[src/rtl/uart_reg_pkg.sv]
// rtl/uart_reg_pkg.sv - UART register map, FR bits, result codes and initiator FSM encoding
package uart_reg_pkg;

    localparam logic [3:0] ADDR_LCR  = 4'h1;
    localparam logic [3:0] ADDR_FCR  = 4'h2;
    localparam logic [3:0] ADDR_CR   = 4'h3;
    localparam logic [3:0] ADDR_FR   = 4'h4;
    localparam logic [3:0] ADDR_IBRD = 4'h7;
    localparam logic [3:0] ADDR_FBRD = 4'h8;

    localparam int FR_TXFF = 7;
    localparam int FR_TXFE = 6;
    localparam int FR_RXFF = 5;
    localparam int FR_RXFE = 4;
    localparam int FR_OE   = 2;
    localparam int FR_FE   = 1;
    localparam int FR_PE   = 0;

    localparam logic [1:0] RES_OK      = 2'b00;
    localparam logic [1:0] RES_VERIFY  = 2'b01;
    localparam logic [1:0] RES_TIMEOUT = 2'b10;

    localparam logic [2:0] LAST_STEP = 3'd5;

    typedef enum logic [2:0] {
        ST_IDLE,
        ST_WR,
        ST_WR_GAP,
        ST_RD,
        ST_RD_CAP,
        ST_POLL,
        ST_POLL_CAP,
        ST_FIN
    } state_t;

    // Step 0 disables the UART (CR); steps 1..5 double as the verify order.
    function automatic logic [3:0] step_addr(input logic [2:0] step);
        logic [3:0] a;
        case (step)
            3'd1:    a = ADDR_IBRD;
            3'd2:    a = ADDR_FBRD;
            3'd3:    a = ADDR_LCR;
            3'd4:    a = ADDR_FCR;
            default: a = ADDR_CR;
        endcase
        return a;
    endfunction

endpackage

[src/rtl/uart_dsp_init.sv]
// rtl/uart_dsp_init.sv - DSP-bus initiator: programs the UART, verifies it, then polls FR
module uart_dsp_init
    import uart_reg_pkg::*;
#(
    parameter bit          VERIFY_EN  = 1'b1,
    parameter logic [15:0] POLL_MASK  = 16'h0040,
    parameter logic [15:0] POLL_MATCH = 16'h0040,
    parameter logic [7:0]  POLL_MAX   = 8'd200
) (
    input  logic        DSP_CLK,
    input  logic        RESET,
    input  logic        START,
    input  logic [15:0] LCR_VAL,
    input  logic [15:0] FCR_VAL,
    input  logic [15:0] CR_VAL,
    input  logic [15:0] IBRD_VAL,
    input  logic [15:0] FBRD_VAL,
    output logic        DSP_CEn,
    output logic        DSP_WEn,
    output logic [3:0]  DSP_ADDR,
    output logic [15:0] DSP_WDATA,
    input  logic [15:0] DSP_RDATA,
    output logic        BUSY,
    output logic        DONE,
    output logic [1:0]  RESULT,
    output logic [3:0]  ERR_ADDR,
    output logic [15:0] STATUS
);

    state_t      state_q;
    logic [2:0]  step_q;
    logic [7:0]  poll_cnt_q;
    logic [15:0] lcr_q, fcr_q, cr_q, ibrd_q, fbrd_q;

    logic [2:0]  step_d;
    logic [15:0] val_d;
    logic [15:0] val_cur;
    logic [7:0]  poll_cnt_d;
    logic        poll_hit;

    function automatic logic [15:0] step_val(input logic [2:0] s);
        logic [15:0] v;
        case (s)
            3'd1:    v = ibrd_q;
            3'd2:    v = fbrd_q;
            3'd3:    v = lcr_q;
            3'd4:    v = fcr_q;
            3'd5:    v = cr_q;
            default: v = 16'h0000;
        endcase
        return v;
    endfunction

    assign step_d     = step_q + 3'd1;
    assign val_d      = step_val(step_d);
    assign val_cur    = step_val(step_q);
    assign poll_hit   = ((DSP_RDATA & POLL_MASK) == POLL_MATCH);
    assign poll_cnt_d = (poll_cnt_q == 8'hFF) ? poll_cnt_q : poll_cnt_q + 8'd1;

    // Bus outputs default to the idle/gap value each cycle; only access-issuing transitions pull CEn low.
    always_ff @(posedge DSP_CLK) begin
        if (RESET) begin
            state_q    <= ST_IDLE;
            step_q     <= 3'd0;
            poll_cnt_q <= 8'd0;
            lcr_q      <= 16'h0000;
            fcr_q      <= 16'h0000;
            cr_q       <= 16'h0000;
            ibrd_q     <= 16'h0000;
            fbrd_q     <= 16'h0000;
            DSP_CEn    <= 1'b1;
            DSP_WEn    <= 1'b1;
            DSP_ADDR   <= 4'h0;
            DSP_WDATA  <= 16'h0000;
            BUSY       <= 1'b0;
            DONE       <= 1'b0;
            RESULT     <= RES_OK;
            ERR_ADDR   <= 4'h0;
            STATUS     <= 16'h0000;
        end else begin
            DSP_CEn <= 1'b1;
            DSP_WEn <= 1'b1;
            DONE    <= 1'b0;
            case (state_q)
                ST_IDLE: begin
                    if (START) begin
                        lcr_q      <= LCR_VAL;
                        fcr_q      <= FCR_VAL;
                        cr_q       <= CR_VAL;
                        ibrd_q     <= IBRD_VAL;
                        fbrd_q     <= FBRD_VAL;
                        RESULT     <= RES_OK;
                        ERR_ADDR   <= 4'h0;
                        STATUS     <= 16'h0000;
                        poll_cnt_q <= 8'd0;
                        step_q     <= 3'd0;
                        BUSY       <= 1'b1;
                        DSP_CEn    <= 1'b0;
                        DSP_WEn    <= 1'b0;
                        DSP_ADDR   <= ADDR_CR;
                        DSP_WDATA  <= 16'h0000;
                        state_q    <= ST_WR;
                    end
                end
                ST_WR: state_q <= ST_WR_GAP;
                ST_WR_GAP: begin
                    if (step_q != LAST_STEP) begin
                        step_q    <= step_d;
                        DSP_CEn   <= 1'b0;
                        DSP_WEn   <= 1'b0;
                        DSP_ADDR  <= step_addr(step_d);
                        DSP_WDATA <= val_d;
                        state_q   <= ST_WR;
                    end else if (VERIFY_EN) begin
                        step_q   <= 3'd1;
                        DSP_CEn  <= 1'b0;
                        DSP_ADDR <= step_addr(3'd1);
                        state_q  <= ST_RD;
                    end else begin
                        DSP_CEn  <= 1'b0;
                        DSP_ADDR <= ADDR_FR;
                        state_q  <= ST_POLL;
                    end
                end
                ST_RD: state_q <= ST_RD_CAP;
                ST_RD_CAP: begin
                    if (DSP_RDATA != val_cur) begin
                        RESULT   <= RES_VERIFY;
                        ERR_ADDR <= step_addr(step_q);
                        DONE     <= 1'b1;
                        state_q  <= ST_FIN;
                    end else if (step_q != LAST_STEP) begin
                        step_q   <= step_d;
                        DSP_CEn  <= 1'b0;
                        DSP_ADDR <= step_addr(step_d);
                        state_q  <= ST_RD;
                    end else begin
                        DSP_CEn  <= 1'b0;
                        DSP_ADDR <= ADDR_FR;
                        state_q  <= ST_POLL;
                    end
                end
                ST_POLL: state_q <= ST_POLL_CAP;
                ST_POLL_CAP: begin
                    STATUS     <= DSP_RDATA;
                    poll_cnt_q <= poll_cnt_d;
                    if (poll_hit) begin
                        RESULT  <= RES_OK;
                        DONE    <= 1'b1;
                        state_q <= ST_FIN;
                    end else if (poll_cnt_d == POLL_MAX) begin
                        RESULT  <= RES_TIMEOUT;
                        DONE    <= 1'b1;
                        state_q <= ST_FIN;
                    end else begin
                        DSP_CEn  <= 1'b0;
                        DSP_ADDR <= ADDR_FR;
                        state_q  <= ST_POLL;
                    end
                end
                ST_FIN: begin
                    BUSY    <= 1'b0;
                    state_q <= ST_IDLE;
                end
                default: state_q <= ST_IDLE;
            endcase
        end
    end

endmodule

[config.mk]
export PLATFORM = sky130hd
export DESIGN_NAME = uart_dsp_init
export DESIGN_NICKNAME = d
export VERILOG_FILES = /design/src/rtl/uart_reg_pkg.sv /design/src/rtl/uart_dsp_init.sv
export SDC_FILE = /design/constraint.sdc
export NUM_CORES = 1
export LEC_CHECK = 0
export ABC_AREA = 1
export CAP_MARGIN = 20
export CELL_PAD_IN_SITES_DETAIL_PLACEMENT = 1
export CELL_PAD_IN_SITES_GLOBAL_PLACEMENT = 2
export CORE_MARGIN = 2
export CORE_UTILIZATION = 28
export CTS_CLUSTER_DIAMETER = 200
export CTS_CLUSTER_SIZE = 24
export DETAILED_ROUTE_END_ITERATION = 12
export GPL_ROUTABILITY_DRIVEN = 0
export PLACE_DENSITY = 0.89
export SLEW_MARGIN = 15
export SYNTH_ARGS = -nofsm -noshare
export SYNTH_HDL_FRONTEND = slang
export SYNTH_SLANG_ARGS = --single-unit
[constraint.sdc]
create_clock -name DSP_CLK -period 2.7 [get_ports DSP_CLK]
set_input_delay 0.54 -clock DSP_CLK [delete_from_list [all_inputs] [get_ports DSP_CLK]]
set_output_delay 0.54 -clock DSP_CLK [all_outputs]
set_load 0.02 [all_outputs]
Word level (Yosys, flattened, before mapping)
Index checks and enable logic that the tools add are counted.

Output and inout port bits: 46. Logic and storage cells: 112. Bits in registers: 140. Input bits: 99.

Add/sub/neg operators: 2. Muxes and demuxes: 48. Reductions and logical operators: 16. Equal/unequal tests: 29.

Operator list (number): $pmux W16 S5 (2); $pmux W16 S2 (2); $pmux W4 S4 (3); $mux W16 (2); $mux W4 (8); $eq A3 B3 Y1 const B (8); $pmux W3 S8 (1); $mux W3 (7); $eq A3 B2 Y1 const B (6); $eq A8 B8 Y1 const B (2); $mux W8 (2); $ne A16 B16 Y1 (1); $pmux W8 S2 (1); $mux W2 (7); $ne A2 B2 Y1 const B (7); $eq A3 B1 Y1 const B (3); $pmux W3 S3 (1); $add A8 B1 Y8 const B (1); $pmux W4 S2 (1); $reduce_and A4 Y1 (2); $reduce_bool A2 Y1 (4); $mux W1 (6); $ne A3 B3 Y1 const B (2); $pmux W1 S2 (3); other kinds (9) (13).

Depth between registers and ports, before layout
Gate-level depths: netlist (run 1).

Word-level depth: 6. Mapped depth: 22. Gate-level depth less buffers: 18.

Least setup slack after synthesis (run 1)
No wires, ideal clock.

Path type: register to register. From: register step_q[2]. To: register state_q[1]. Setup slack: 0.339 ns. Required time: 2.590 ns. Library setup time: 0.110 ns. Buffers on the path: 4. Cell stages (with the launch flop): 23. Arrival time: 2.252 ns. Clock period less this slack: 2.361 ns. Cells stage by stage: dfxtp_1 -> buf_4 -> inv_4 -> buf_2 -> ha_1 -> buf_2 -> buf_2 -> nand2_1 -> o21ai_0 -> inv_1 -> nand2_1 -> nand2_1 -> nand2_1 -> nand2_1 -> nor2_1 -> nand2_1 -> nor2_2 -> nand2_2 -> nand2_4 -> and2_4 -> nand2_1 -> nand2_1 -> inv_1.

Word-level cells in the longest chain between the ends: 5. Elaborated cells between the ends (all ways): 12. Classes of those cells: 7 x eq/ne; 5 x mux.

RTL lines: start: declaration (line uart_dsp_init.sv:31) `logic [2:0] step_q;`; start signal: assignment (line uart_dsp_init.sv:108) `step_q <= step_d;`; start signal: assignment (line uart_dsp_init.sv:133) `step_q <= step_d;`; $eq A3 B3 Y1, or another cell as far along (line uart_dsp_init.sv:43) `case (s)`; $pmux W16 S5 (line uart_dsp_init.sv:43); $ne A16 B16 Y1 (line uart_dsp_init.sv:127) `if (DSP_RDATA != val_cur) begin`; $mux W3 (line uart_dsp_init.sv:127); $pmux W3 S8 * (line uart_dsp_init.sv:84) `case (state_q)`; end signal: assignment (line uart_dsp_init.sv:125) `ST_RD: state_q <= ST_RD_CAP;`; end signal: assignment (line uart_dsp_init.sv:131) `state_q <= ST_FIN;`; end signal: assignment (line uart_dsp_init.sv:136) `state_q <= ST_RD;`; end: declaration (line uart_dsp_init.sv:30) `state_t state_q;`.

Every way passes the cells marked *; elsewhere a longest branch is shown, timed or not. A chain may end at the register's enable or synchronous reset.

Final worst setup path (run 1)
From: register step_q[0]. To: register step_q[1].

Word-level cells in the longest chain between the ends: 5. Elaborated cells between the ends (all ways): 16. Classes of those cells: 1 x add/sub; 9 x eq/ne; 5 x mux; 1 x reduce/logical.

RTL lines (line): $eq A3 B3 Y1, or another cell as far along (uart_dsp_init.sv:43); $pmux W16 S5 (uart_dsp_init.sv:43); $ne A16 B16 Y1 (uart_dsp_init.sv:127); $ne A2 B2 Y1 (no source line); $reduce_and A4 Y1 (no source line).

Several ways; a longest one is shown, not always the timed one. The select of a mux whose other input is x is not followed.

==> results.md, run 1 <==
* Outcome: completed
* Layout area overhead at 38.07%
* Setup TNS at 0 ns
* Die height at roughly 160 µm
* H-tree depth at 4
* Relative slew slack at 0.5503
* Clk buf depth at 2
* Share of cells above drive strength 1 at 0.09393
* Syn Std Cell Area at between 7000 and 8000 µm²
* Pre-CTS setup slack at between 0.08 and 0.09 ns
* Dpl hpwl at between 15000 and 20000 µm
* Clock-pin slew on the worst setup and hold paths at roughly 0.06 ns
* CP Launch Type: flop
* Worst min-delay path class: reg2reg
* M1 GR Usage at 0.2813
* Final Hold Viols at 0
* Number of CTS-inserted buffers at 17
* Yosys warning total at 0
* Gr usage total at 0.2067
* Cells after synthesis at approximately 1000
* Max Clk Rate at around 400 MHz
* Pins Over Slew Limit at 0
* Global-route track usage on met3 at 0.03692
* # IOs at approximately 150
* Max VDD drop at roughly 0.36 mV
* CP arrival at roughly 2.8 ns
* Sequential group share of total power at 0.375
* Antenna violations before repair at 0
* Synth top cells by count: nand2_1, dfxtp_1, a21oi_1
* Die Width at 162.4 µm
* Syn nets at between 1000 and 1500
* Syn avg cell area at between 6 and 7 µm²
* CTS tree: done
* Req. time, crit path at slightly above 3 ns
* Ant. Diodes at 0
* Crit Path Max Fanout at 8
* Setup Viol. Count Final at 0
* Top cells by area, synth: dfxtp_1, nand2_1, a21oi_1, o21ai_0, inv_1
* Max-Cap Viols at 0
* Die area at roughly 26000 µm²
* Fin crit share at 0.9323
* Largest area contributor in the netlist: dfxtp_1
* Clock share of power at 0.379
* Combinational Power Share at 0.246
* Core area at around 24000 µm²
* Register Area at 2810 µm²
* CP endpoint kind: flop
* Synth async-reset ratio at 0
* Root buffer cell: clkbuf_16
* Switching power at about 0.0021 W
* Power Dens Cells at ~650 nW/µm²
* Net Sw Frac at 0.3270
* Sequential share of the synthesized area at 0.3991
* Leakage at 3.980 nW
* Initial Util at 0.2871
* Clock Sinks at 140
* Filler cells at a little over 3000
* Worst slew pin tran at between 0.6 and 0.7 ns
* Total Wirelength at 27040 µm
* Post-synth cell types at 32
* WS Path Type: reg2reg
* Multi-input gate area at 3525 µm²
* DRC viols at 0
* Register bit total from synthesis at between 100 and 150
* Min cycle time layout at ~2.5 ns
* Routed length per instance at 17.71 µm
* Most instantiated library cell after synthesis: nand2_1
* GR Util met2 at 0.3346
* Share of the synthesized area in the top cell type at 0.3991
* Top Usage Layer GRT: met2
* Routed via count at 7495
* Number of flops mapped to enable cells by yosys at 0
* # hold bufs at CTS at 0
* Final WS setup at around 0.18 ns
* Skew final at 0.009525 ns
* Via/cell ratio at between 4 and 5
* Nets at 1300
* Number of global-route vias before repair at 7728
* DR pass1 iterations at 5
* Final ANT Viol Nets at 0
* Largest net degree at the start of global routing at 72
* Site row count at 57
* Internal power at approximately 0.0042 W
* Total gr overflow at 0
* First-pass GRT wire length at ~42000 µm
* Initial DRC count at 421
* Top FF cell, synth: dfxtp_1
* Later-pin clock latency in the skew report at roughly 0.44 ns
* Port Buffers at 144
==> worst paths after layout <==
| kind | slack, ns | depth (start not counted) | start | to |
|---|---|---|---|---|
| setup reg to reg | 0.18 | 17 | step_q[0] | step_q[1] |
| setup / recovery | 0.18 | 17 | step_q[0] | step_q[1] |
| hold reg to reg | 0.46 | 2 | STATUS[8] | STATUS[8] |
| hold / removal | 0.46 | 2 | STATUS[8] | STATUS[8] |
==> registers in the layout (all words and copies together) (netlist names), 4 cells and up <==
name / cells
DSP_ADDR: 4
DSP_WDATA: 16
cr_q: 16
ibrd_q: 16
fcr_q: 16
lcr_q: 16
poll_cnt_q: 8
STATUS: 16
fbrd_q: 16
ERR_ADDR: 4
==> per-layer routing <==
metal  routed length [µm]  share of wire  vias up
met5                    0              0        -
met4                  406          0.015        0
met3                 1476          0.055       27
met2                12570           0.46      191
met1                12590           0.47     3544
li1                     -              -     3733
==> timing repair <==
item                                    CTS  global route
buffers inserted                          0             3
gates resized for setup                   0            31
endpoints found under the setup margin    0            17
==> power by group through the flow <==
stage          Combinational [W]  Sequential (W)  Clock, W
6_report                 0.00154         0.00236   0.00238
4_1_cts                  0.00150         0.00235   0.00242
3_5_place_dp             0.00148         0.00240         0
5_1_grt                  0.00169         0.00238   0.00252
3_3_place_gp             0.00146         0.00239         0
2_1_floorplan           0.000799         0.00240         0
==> per-stage QoR <==
step	hold WS, ns	area [µm²]	util	total power, W	instances
5_1_grt	0.4890	9697	0.3964	0.006587	1527
6_report	0.4605	9697	0.3964	0.006284	1527
2_1_floorplan	0.4374	7023	-	0.003194	1047
4_1_cts	0.4624	9585	0.3918	0.006273	1524
3_3_place_gp	0.4471	9000	0.3679	0.003847	1492
3_5_place_dp	0.4521	9000	0.3679	0.003880	1492
==> logic make-up after synthesis <==
family | synth area share
buffers and inverters | 0.1094
XOR/XNOR | 0.003742
AND/OR/NAND/NOR | 0.2448
AO/OA/AOI/OAI | 0.2234
adder cells (fa/ha/maj) | 0.01960
flip-flops | 0.3991
==> worst max-delay path: stages, from the launching register on <==
cell        delay, ns
dfxtp_4          0.40
clkinvlp_4       0.15
ha_4             0.22
buf_4            0.17
nand3_1          0.09
nand3_1          0.09
nor2_1           0.18
nor2_1           0.06
nand2_1          0.06
nand2_1          0.06
nor2_2           0.12
nand2_1          0.07
nor2_2           0.14
nand2_2          0.09
nand2_4          0.13
nand2_2          0.10
o21ai_0          0.19
nor2_1           0.06
==> placed cells by master, fill, tap and decap left out, types with 3 or more instances in the layout <==
cell type / n
nand2_1: 212
clkdlybuf4s50_1: 143
dfxtp_1: 138
a21oi_1: 132
inv_1: 121
o21ai_0: 104
nor2_1: 81
nand3_1: 69
o22ai_1: 34
buf_4: 33
clkbuf_16: 17
o31ai_1: 15
nand2_2: 10
nand3b_1: 9
buf_12: 9
inv_2: 8
ha_1: 8
nor2_2: 6
nand4_1: 6
clkinvlp_4: 5
nand2_4: 4
inv_6: 4
xor2_1: 3
nor3_1: 3
==> area by class of cell <==
cell class | instances | share of cell area
well taps | 324 | 0.04181
inverters | 132 | 0.05226
flip-flops and latches | 140 | 0.2898
clock inverters | 12 | 0.01432
clock buffers | 20 | 0.04606
repair buffers | 186 | 0.1923
multi-input cells | 713 | 0.3635
Note: power is estimated with default switching activity, not from simulation.
==> run 2: changes to the inputs <==
SLEW_MARGIN = 20   (was 15)
==> results of run 2 <==
Final layout, timing and power as in run 1 (identical DEF).
==> run 3: changes to the inputs <==
CAP_MARGIN = default   (was 20)
==> results of run 3 <==
Final layout, timing and power as in run 1 (identical DEF).
